`config.mk`:
```
export PLATFORM = sky130hd
export DESIGN_NAME = wide_word_buffer
export DESIGN_NICKNAME = d
export VERILOG_FILES = /design/src/rtl/wide_word_buffer.sv
export SDC_FILE = /design/constraint.sdc
export NUM_CORES = 1
export LEC_CHECK = 0
export BUFFER_PORTS_ARGS = -buffer_cell sky130_fd_sc_hd__buf_2
export CORE_ASPECT_RATIO = 1.5
export CORE_MARGIN = 2
export CORE_UTILIZATION = 30
export DETAILED_ROUTE_END_ITERATION = 7
export PLACE_DENSITY = 0.49
export SYNTH_ARGS = -nofsm -noshare
export SYNTH_HDL_FRONTEND = slang
export SYNTH_SLANG_ARGS = --single-unit
```
`constraint.sdc`:
```
create_clock -name clk -period 2.75 [get_ports clk]
set_clock_uncertainty 0.15 [all_clocks]
set_input_delay 0.55 -clock clk [delete_from_list [all_inputs] [get_ports clk]]
set_output_delay 0.55 -clock clk [all_outputs]
set_load 0.01 [all_outputs]
```
`src/rtl/wide_word_buffer.sv`:
```
// Elastic FWFT buffer behind the serial-to-parallel packer. It absorbs consumer stalls
// for up to DEPTH words. The packer cannot be stalled, so overflow words are dropped and counted.

module wide_word_entry #(
  parameter int DATA_WIDTH = 64
) (
  input  logic                  clk,
  input  logic                  rst_n,
  input  logic                  we,
  input  logic [DATA_WIDTH-1:0] d,
  output logic [DATA_WIDTH-1:0] q
);
  always_ff @(posedge clk or negedge rst_n)
    if (!rst_n)  q <= '0;
    else if (we) q <= d;
endmodule

module wide_word_buffer #(
  parameter  int DATA_WIDTH = 64,
  parameter  int DEPTH      = 4,
  parameter  int DROP_WIDTH = 8,
  localparam int CNT_WIDTH  = $clog2(DEPTH) + 1
) (
  input  logic                  clk,
  input  logic                  rst_n,
  input  logic                  clear,
  input  logic                  in_valid,
  input  logic [DATA_WIDTH-1:0] in_data,
  output logic                  out_valid,
  input  logic                  out_ready,
  output logic [DATA_WIDTH-1:0] out_data,
  output logic [CNT_WIDTH-1:0]  count,
  output logic                  empty,
  output logic                  full,
  output logic                  overflow,
  output logic [DROP_WIDTH-1:0] drop_count
);
  localparam int PTR_W = $clog2(DEPTH);

  logic [DEPTH-1:0][DATA_WIDTH-1:0] mem;
  logic [DEPTH-1:0]                 wr_en;
  logic [PTR_W-1:0]                 wr_ptr, rd_ptr;
  logic                             push, pop, drop;

  // count alone decides full/empty; pointers are free-running modulo DEPTH
  assign empty     = (count == '0);
  assign full      = (count == CNT_WIDTH'(DEPTH));
  assign out_valid = !empty;
  assign out_data  = mem[rd_ptr];

  assign pop  = out_valid && out_ready;
  assign push = in_valid && (!full || pop);
  assign drop = in_valid && full && !pop;

  always_comb begin
    wr_en = '0;
    for (int i = 0; i < DEPTH; i++)
      wr_en[i] = push && !clear && (wr_ptr == PTR_W'(i));
  end

  for (genvar i = 0; i < DEPTH; i++) begin : g_entry
    wide_word_entry #(.DATA_WIDTH(DATA_WIDTH)) u_entry (
      .clk   (clk),
      .rst_n (rst_n),
      .we    (wr_en[i]),
      .d     (in_data),
      .q     (mem[i])
    );
  end

  always_ff @(posedge clk or negedge rst_n) begin
    if (!rst_n) begin
      wr_ptr <= '0;
      rd_ptr <= '0;
      count  <= '0;
    end else if (clear) begin
      wr_ptr <= '0;
      rd_ptr <= '0;
      count  <= '0;
    end else begin
      if (push) wr_ptr <= wr_ptr + PTR_W'(1);
      if (pop)  rd_ptr <= rd_ptr + PTR_W'(1);
      case ({push, pop})
        2'b10:   count <= count + CNT_WIDTH'(1);
        2'b01:   count <= count - CNT_WIDTH'(1);
        default: count <= count;
      endcase
    end
  end

  // drop bookkeeping; the counter sticks at all-ones
  always_ff @(posedge clk or negedge rst_n) begin
    if (!rst_n) begin
      overflow   <= 1'b0;
      drop_count <= '0;
    end else if (clear) begin
      overflow   <= 1'b0;
      drop_count <= '0;
    end else if (drop) begin
      overflow <= 1'b1;
      if (!(&drop_count)) drop_count <= drop_count + DROP_WIDTH'(1);
    end
  end
endmodule

```
# ---- Word-level counts from Yosys, hierarchy flattened
# Index checks and enable logic that the tools add are counted.
dict set report classes {
  n_addsub 5
  n_lt_le_gt_ge 1
  n_eq_ne 7
  muxes 13
  reduce_logical 22
}
# operator n
set ops {}
lappend ops {{64-bit binary-select mux with 2-bit select} 1}
lappend ops {{64-bit two-way mux} 1}
lappend ops {{8-bit two-way mux} 3}
lappend ops {{1-bit logical AND} 9}
lappend ops {{8-bit by 1-bit adder with 8-bit output, second input constant} 1}
lappend ops {{2-bit two-way mux} 4}
lappend ops {{8-bit AND reduction} 1}
lappend ops {{2-bit equality test, second input constant} 3}
lappend ops {{3-bit one-hot mux with 2 select lines} 1}
lappend ops {{2-bit nonzero test} 3}
lappend ops {{2-bit by 1-bit adder with 2-bit output, second input constant} 2}
lappend ops {{2-bit by 1-bit equality test with 1-bit output, second input constant} 2}
lappend ops {{1-bit zero test} 4}
lappend ops {{3-bit by 1-bit adder with 3-bit output, second input constant} 1}
lappend ops {{3-bit equality test, second input constant} 1}
lappend ops {{3-bit zero test} 1}
lappend ops {{2-bit by 3-bit < comparator with 1-bit output, second input constant} 1}
lappend ops {{3-bit two-way mux} 1}
lappend ops {{3-bit nonzero test} 1}
lappend ops {{3-bit by 1-bit subtractor with 3-bit output, second input constant} 1}
lappend ops {{2-bit zero test} 1}
lappend ops {{1-bit two-way mux} 2}
lappend ops {{2-bit != test, second input constant} 1}
lappend ops {{2-bit AND reduction} 1}
lappend ops {{1-bit logical OR} 1}
dict set report word_totals {
  reg_bits 272
  in_bits 69
  out_inout_bits 79
  wordCells 57
}

# ---- Longest topological paths before layout
# Gate-level depths: netlist of the first run.
dict set report logic_depth {
  word_depth 8
  depth_mapped 8
  mapped_depth_nobuf 7
}

# ---- Cells and area by module
# A second synthesis of the first run with hierarchy kept.
dict set report hier_totals {
  hier_cells 729
  area_unflattened_um2 13225.2
}
# module instances cells_per_inst area_each_um2
set modules_own_cells {}
lappend modules_own_cells {wide_word_entry 4 135 2678.8}
lappend modules_own_cells {wide_word_buffer 1 189 2509.9}

# ---- Worst setup path after synthesis of the first run
# OpenSTA, ideal clock, no wires.
dict set report synth_path {
  kind {reg-to-reg}
  from {register count[1]}
  to {register count[2]}
  arrival_time_ps 2397
  required_time_ps 2518
  slack_ps 121
  stages_incl_launch_ff 8
  period_less_slack_ps 2629
  path_cell_list {dfrtp_1 buf_6 or3_2 inv_1 nor2_1 fa_1 or4_1 a31oi_1}
}
dict set report synth_via {
  elab_chain_cells 8
  word_cells_on_any_way 14
  classes_between {2 x add/sub; 3 x eq/ne; 2 x mux; 7 x reduce/logical}
}
# item line
set synth_lines {}
lappend synth_lines {{start: declaration} 32} ;# output logic [CNT_WIDTH-1:0] count,
lappend synth_lines {{start signal: assignment} 84} ;# 2'b10: count <= count + CNT_WIDTH'(1);
lappend synth_lines {{start signal: assignment} 85} ;# 2'b01: count <= count - CNT_WIDTH'(1);
lappend synth_lines {{start signal: assignment} 86} ;# default: count <= count;
lappend synth_lines {{3-bit zero test *} 46} ;# assign empty = (count == '0);
lappend synth_lines {{1-bit zero test *} 48} ;# assign out_valid = !empty;
lappend synth_lines {{net out_valid} 29} ;# output logic out_valid,
lappend synth_lines {{1-bit logical AND *} 51} ;# assign pop = out_valid && out_ready;
lappend synth_lines {{1-bit logical OR} 52} ;# assign push = in_valid && (!full || pop);
lappend synth_lines {{1-bit logical AND} 52}
lappend synth_lines {{2-bit by 1-bit equality test with 1-bit output / 2-bit equality test (equally long branches)} 83} ;# case ({push, pop})
lappend synth_lines {{3-bit one-hot mux with 2 select lines} 83}
lappend synth_lines {{3-bit two-way mux} 76} ;# end else if (clear) begin
# The timed path passes the listed nets; every way through them passes the cells marked *.
# A chain may end at the register's enable or synchronous reset.

# ---- Worst setup path after layout of the first run
dict set report layout_path {
  from {register rd_ptr[0]}
  to {output out_data[18]}
}
dict set report layout_via {
  elab_chain_cells 2
}
# item line
set layout_lines {}
lappend layout_lines {{start: declaration} 42} ;# logic [PTR_W-1:0] wr_ptr, rd_ptr;
lappend layout_lines {{start signal: assignment} 82} ;# if (pop) rd_ptr <= rd_ptr + PTR_W'(1);
lappend layout_lines {{64-bit binary-select mux with 2-bit select} 49} ;# assign out_data = mem[rd_ptr];
lappend layout_lines {{64-bit two-way mux (implied by the code)} 49}
lappend layout_lines {{end: declaration} 31} ;# output logic [DATA_WIDTH-1:0] out_data,
# Every way passes these cells. The select of a mux whose other input is x is not followed.

==> summary.txt, run 1 <==
Power and ir drop
  – Static Leak: 7.09 nW
  – Peak VDD IR: 0.000662 V
  – Pwr Density: 863 nW/um^2

Yosys
  – Largest cells by area after synthesis: dfrtp_1 54%, mux2_2 13%, mux4_2 11%, mux2_4 7.2%, mux2_1 5.4%
  – Netlist cell types: 49
  – Post-synth EDFFs: 0
  – Synthesized flop and latch total: 272
  – Most frequent cell after synthesis: dfrtp_1
  – Share of the synthesized area in the top cell type: 54.3%
  – Ys Warns: 0
  – Syn Nets: 815
  – Avg Cell Area, Syn: 16.9 um^2
  – Post-synthesis cell count: 740
  – Synth Cell Area: 12,500 um^2
  – Seq/Total Area, Yosys: 54.3%
  – Post-synth ARST share: 100%
  – Post-synth top flop: dfrtp_1
  – Largest area contributor in the netlist: dfrtp_1
  – Top post-synthesis cells by count: 272 x dfrtp_1, 140 x mux2_2, 64 x mux4_2, 60 x mux2_1, 60 x mux2_4

Run
  – Max_cap viols: 0

Final layout
  – Fin util: 37.9%
  – Share of cells above drive strength 1: 55.5%
  – Final cell count without fillers: 1,499
  – Final net count: 991
  – Fill cells: 3,918
  – Design area: 15,600 um^2
  – Layout area overhead: 24.6%

Timing
  – Hold Slack: 0.0984 ns
  – Final hold vios: 0
  – Setup TNS: 0 ns
  – Worst-Margin Slew: 0.703 ns
  – Final worst path period share: 99.6%
  – Final min period: 2.74 ns
  – RSZ-0062 raised after global routing: true
  – Pins Over Slew Limit: 0
  – Fmax: 365 MHz
  – Final setup fails: 0
  – Worst slew margin: 53.1%

Floorplanning
  – # IOs: 148
  – DIE HEIGHT: 254 um
  – Core ar.: 41,200 um^2
  – Floorplan row count: 91
  – Die W: 171 um
  – Starting Density: 30.4%
  – Die area: 43,500 um^2

Critical path
  – CP delay by family, top: multiplexers
  – WP data required: 2.05 ns
  – Slowest CP cell: mux4_2
  – CP Class: flip-flop to output pin
  – Critical Path Fanout Max: 8
  – Crit path cell chain: buf_6 -> clkbuf_16 -> mux4_2 -> buf_6
  – Worst setup SP type: flip-flop
  – Worst path most repeated cell: buf_6
  – CP bufs+invs: 3
  – CP peak stage delay: 0.53 ns
  – Worst setup EP type: output pin
  – CP Data Arrival Time: 2.04 ns

Clock tree
  – Clk buf depth: 3
  – CTS root buf: clkbuf_16
  – Worst-Skew Late Latency: 0.55 ns
  – CTS tree: built
  – H-tree Lvls: 1
  – Clk sinks: 272
  – CTS buffer count: 30
  – Clk slew on worst S/H paths: 0.06 ns

Min path
  – Min-Delay Path Class: primary input to flip-flop

Global route
  – Remaining Overflow, GRT: 0
  – GR Util All Layers: 13.6%
  – Largest net degree at the start of global routing: 83
  – First-pass GRT wire length: 45,700 um
  – Antenna violations before repair: 2
  – Vias in the first global route: 7,771

Drt
  – ANT nets after route: 0
  – Vias after detailed routing: 7,039
  – DRT Pass-1 Iters: 4
  – DRC: 0
  – Via-to-Cell Ratio: 4.70
  – DR iter-0 viols: 226
  – Total length of routed wires: 30,000 um
  – Wirelength per Cell: 20.0 um

Outcome
  – Status: completed

Place
  – Placed insts: 1,429
  – Port Buffers: 147
  – Hpwl dp: 18,100 um
  – DP Area: 14,000 um^2
  – GPL Wtd Cong: 0.727
==> placed cells by master, fill, tap and decap left out, drive strengths merged, types with 2 or more instances in the layout <==
cell	Yosys	layout
a221oi	2	2
a31oi	4	4
a21oi	5	5
nand2b	9	9
o21ai	2	2
nor3	2	2
mux4	64	64
o31ai	2	2
nor4	4	4
a41oi	2	2
and2	4	4
clkinv	1	11
inv	4	4
ha	5	5
clkbuf	14	44
bufinv	0	5
a311oi	2	2
and3	2	2
mux2	260	260
or3b	2	2
buf	35	188
nor2b	5	5
xor2	2	2
nand2	2	2
a211oi	3	3
nand4b	2	2
dfrtp	272	272
nor2	9	9
nand3	7	7
==> repair_timing <==
item / 4_1_cts / 5_1_grt
endpoints found under the setup margin: 65 / 48
pin swaps: 0 / 0
hold endpoints to repair: 71 / 0
setup buffers: 5 / 0
gates resized for setup: 33 / 25
cloned: 3 / 4
hold buffers: 1 / 0
==> sequential cells by signal, indices dropped and copies added (netlist names) <==
name               flops
wr_ptr                 2
rd_ptr                 2
drop_count             8
overflow               1
count                  3
g_entry.u_entry.q    256
==> metrics by stage <==
step                setup WS [ns]  power [mW]
finish                    0.00974        13.5
global route              -0.0580        14.2
CTS                       -0.0637        13.6
detailed placement          0.212        8.84
global placement            0.234        8.75
floorplan                   0.121        7.80
==> power breakdown <==
| part | internal (mW) | total, mW | leakage [nW] | switching, mW |
|---|---|---|---|---|
| combinational | 2.16 | 3.38 | 3.15 | 1.21 |
| clock | 2.69 | 4.37 | 0.539 | 1.68 |
| sequential | 5.18 | 5.74 | 3.40 | 0.557 |
| total | 10.0 | 13.5 | 7.09 | 3.45 |
==> cell type report <==
type / count / area (um^2) / share of cell area, %
flip-flops and latches: 272 / 6810 / 43.6
multi-input cells: 414 / 5280 / 33.8
repair buffers: 193 / 1730 / 11.0
clock buffers: 40 / 870 / 5.56
well taps: 558 / 698 / 4.47
clock inverters: 16 / 219 / 1.40
inverters: 5 / 20.0 / 0.128
diodes: 1 / 2.50 / 0.0160
==> per-layer routing <==
| metal | global-route usage [%] | wire length [um] | up-vias |
|---|---|---|---|
| li1 | - | - | 3140 |
| met1 | 16.9 | 12300 | 3713 |
| met2 | 24.4 | 15900 | 145 |
| met3 | 2.23 | 1170 | 39 |
| met4 | 3.90 | 540 | 2 |
| met5 | 0 | 13 | - |
==> final timing paths <==
check | from | to | slack (ns) | cells after the start
max | rd_ptr[0]$_DFFE_PN0P_ | out_data[18] | 0.01 | 4
min in group asynchronous | rst_n | drop_count[7]$_DFFE_PN0P_ | 0.46 | 2
min | in_data[21] | g_entry[2].u_entry.q[21]$_DFFE_PN0P_ | 0.1 | 2
min reg2reg | g_entry[2].u_entry.q[27]$_DFFE_PN0P_ | g_entry[2].u_entry.q[27]$_DFFE_PN0P_ | 0.33 | 1
max reg2reg | count[1]$_DFFE_PN0P_ | count[2]$_DFFE_PN0P_ | 0.32 | 6
max in group asynchronous | rst_n | g_entry[0].u_entry.q[59]$_DFFE_PN0P_ | 1.28 | 3
==> kinds of logic after synthesis <==
group | after synthesis | synth area share, %
xor gates and xnor gates | 2 | 0.140
and+or+nand+nor | 53 | 2.93
muxes | 325 | 36.7
DFF | 272 | 54.3
buffers and inverters | 54 | 3.65
AOI/OAI and AO/OA | 28 | 1.63
adders and majority gates | 6 | 0.658
Power figures use the tool's default switching activity.
==> inputs of run 2 (changes only) <==
Settings changed: CELL_PAD_IN_SITES_DETAIL_PLACEMENT from default to 1, CELL_PAD_IN_SITES_GLOBAL_PLACEMENT from default to 1, CORE_MARGIN 2 to 1, PLACE_DENSITY 0.49 to 0.55.
==> summary.txt, run 2 (same netlist as run 1, synthesis figures left out) <==
Place
  – Port Buffers: 147 (unchanged)
  – GPL Wtd Cong: 0.712 (was 0.727)
  – Worst slack at placement: 0.272 ns (was 0.212 ns)
  – Hpwl dp: 18,400 um (was 18,100 um)

Critical path
  – Worst r2r dst: count[2]$_DFFE_PN0P_ (unchanged)
  – WP data required: 2.05 ns (about the same)
  – Crit Reg-Reg Startpoint: count[0]$_DFFE_PN0P_ (was count[1]$_DFFE_PN0P_)
  – R2r worst-path depth: 6 (unchanged)
  – CP Data Arrival Time: 2.04 ns (about the same)
  – R2r setup slk: 0.32 ns (about the same)
  – Critical Path Fanout Max: 10 (was 8)
  – Worst setup SP type: flip-flop (unchanged)
  – Worst setup EP type: output pin (unchanged)
  – CP Class: flip-flop to output pin (unchanged)

Floorplanning
  – Die area: 42,600 um^2 (was 43,500 um^2)
  – Starting Density: 30.4% (unchanged)
  – Floorplan row count: 91 (unchanged)
  – DIE HEIGHT: 252 um (was 254 um)
  – Die W: 169 um (was 171 um)
  – Core ar.: 41,200 um^2 (unchanged)
  – # IOs: 148 (unchanged)

Final layout
  – Layout area overhead: 23.1% (was 24.6%)
  – Multi-input logic area: 5280 um^2 (unchanged)
  – Share of cells above drive strength 1: 55.0% (was 55.5%)
  – Most frequent cells in the layout: 270 x dfrtp_1, 140 x mux2_2, 102 x buf_2, 64 x mux4_2 (was 270 x dfrtp_1, 140 x mux2_2, 106 x buf_2, 64 x mux4_2)
  – Fin util: 37.5% (was 37.9%)
  – Top reg by flops: g_entry.u_entry.q (unchanged)
  – Most common cell after layout, fill and taps aside: dfrtp_1 (unchanged)
  – Fill cells: 4,203 (was 3,918)
  – Largest register FFs: 256 (unchanged)
  – Top Registers: g_entry.u_entry.q (256), drop_count (8), count (3) (unchanged)
  – FF/Latch Area: 6810 um^2 (about the same)
  – Final net count: 984 (was 991)

Power and ir drop
  – Static Leak: 7.00 nW (was 7.09 nW)
  – Peak VDD IR: 0.000443 V (was 0.000662 V)
  – Pwr Density: 857 nW/um^2 (was 863 nW/um^2)

Global route
  – GR Util All Layers: 14.5% (was 13.6%)
  – Antenna violations before repair: 2 (unchanged)
  – Vias in the first global route: 8,109 (was 7,771)
  – Largest net degree at the start of global routing: 64 (was 83)
  – Remaining Overflow, GRT: 0 (unchanged)
  – First-pass GRT wire length: 47,800 um (was 45,700 um)

Timing
  – Setup TNS: 0 ns (unchanged)
  – Final min period: 2.74 ns (about the same)
  – Final hold vios: 0 (unchanged)
  – Pins Over Slew Limit: 0 (unchanged)
  – RSZ-0062 raised after global routing: true (unchanged)
  – Final worst path period share: 99.7% (was 99.6%)
  – Worst slew margin: 62.7% (was 53.1%)
  – Setup ws final: 0.00743 ns (was 0.00974 ns)
  – Fmax: 365 MHz (about the same)
  – Worst-Margin Slew: 0.559 ns (was 0.703 ns)
  – Final setup fails: 0 (unchanged)

Min path
  – WHS Path Cells: 2 (unchanged)
  – Min-Delay Path Class: primary input to flip-flop (unchanged)
  – Hold_sp: in_data[5] (was in_data[21])
  – Worst hold path endpoint: g_entry[1].u_entry.q[5]$_DFFE_PN0P_ (was g_entry[2].u_entry.q[21]$_DFFE_PN0P_)

Drt
  – DRC: 0 (unchanged)
  – DRT Pass-1 Iters: 4 (unchanged)
  – Vias after detailed routing: 7,083 (was 7,039)
  – Wirelength per Cell: 20.4 um (was 20.0 um)
  – Total length of routed wires: 30,400 um (was 30,000 um)
  – ANT nets after route: 0 (unchanged)
  – DR iter-0 viols: 214 (was 226)
  – Via-to-Cell Ratio: 4.75 (was 4.70)

Outcome
  – Status: completed (unchanged)

Clock tree
  – Clk sinks: 272 (unchanged)
  – Worst-Skew Late Latency: 0.55 ns (about the same)
  – CTS tree: built (unchanged)
  – Clk buf depth: 3 (unchanged)
  – CTS root buf: clkbuf_16 (unchanged)
  – CTS buffer count: 29 (was 30)
  – Clk slew on worst S/H paths: 0.06 ns (about the same)
  – H-tree Lvls: 1 (unchanged)

Run
  – Max_cap viols: 0 (unchanged)
-- run 2: repair_timing --
item	4_1_cts	5_1_grt
hold endpoints to repair	54	0
setup buffers	0	2
hold buffers	1	0
resized for setup	34	16
setup endpoints to repair	45	64
cloned	1	3
-- run 2: worst max-delay path by stage --
stage	start	end	slack, ns	depth (start not counted)
finish	rd_ptr[0]$_DFFE_PN0P_	out_data[7]	0.007	4
detailed placement	out_ready	g_entry[2].u_entry.q[35]$_DFFE_PN0P_	0.27	5
floorplan	count[1]$_DFFE_PN0P_	count[2]$_DFFE_PN0P_	0.12	7
CTS	rd_ptr[0]$_DFFE_PN0P_	out_data[3]	-0.1	3
global route	rd_ptr[0]$_DFFE_PN0P_	out_data[3]	-0.07	4
global placement	out_ready	g_entry[2].u_entry.q[35]$_DFFE_PN0P_	0.31	5
-- run 2: metrics by stage --
| step | instances | cell area (um^2) | total power, mW | hold WS [ns] |
|---|---|---|---|---|
| 4_1_cts | 1484 | 15200 | 13.3 | 0.0626 |
| 5_1_grt | 1491 | 15400 | 14.0 | 0.0831 |
| 2_1_floorplan | 740 | 12500 | 7.80 | 0.104 |
| 3_5_place_dp | 1429 | 14000 | 8.86 | 0.325 |
| 6_report | 1491 | 15400 | 13.2 | 0.109 |
| 3_3_place_gp | 1429 | 14000 | 8.75 | 0.318 |
-- run 2: worst max-delay path, stage by stage, from the launching register on --
cell	delay, ns
dfrtp_4	0.41
buf_12	0.16
clkbuf_16	0.21
mux4_2	0.54
buf_6	0.14
-- run 2: where the power goes --
group / internal [mW] / switching, mW / leakage, nW
clock: 2.49 / 1.63 / 0.501
sequential: 5.18 / 0.579 / 3.40
combinational: 2.14 / 1.21 / 3.10
total: 9.82 / 3.42 / 7.00
-- run 2: layout make-up --
class	count	area share, %
Clock buffer	40	5.42
Sequential cell	272	44.1
Timing Repair Buffer	187	10.4
Tap cell	558	4.52
Inverter	5	0.154
Clock inverter	13	1.11
Antenna cell	2	0.0324
Multi-Input combinational cell	414	34.2
-- run 2: metal layers --
layer | vias up | routed length [um] | global-route usage, % | share of wire, %
met3 | 39 | 976 | 2.18 | 3.2
met5 | - | 0 | 0 | 0
met2 | 115 | 16300 | 26.2 | 54
met4 | 0 | 575 | 4.49 | 1.9
li1 | 3121 | - | - | -
met1 | 3808 | 12500 | 17.6 | 41
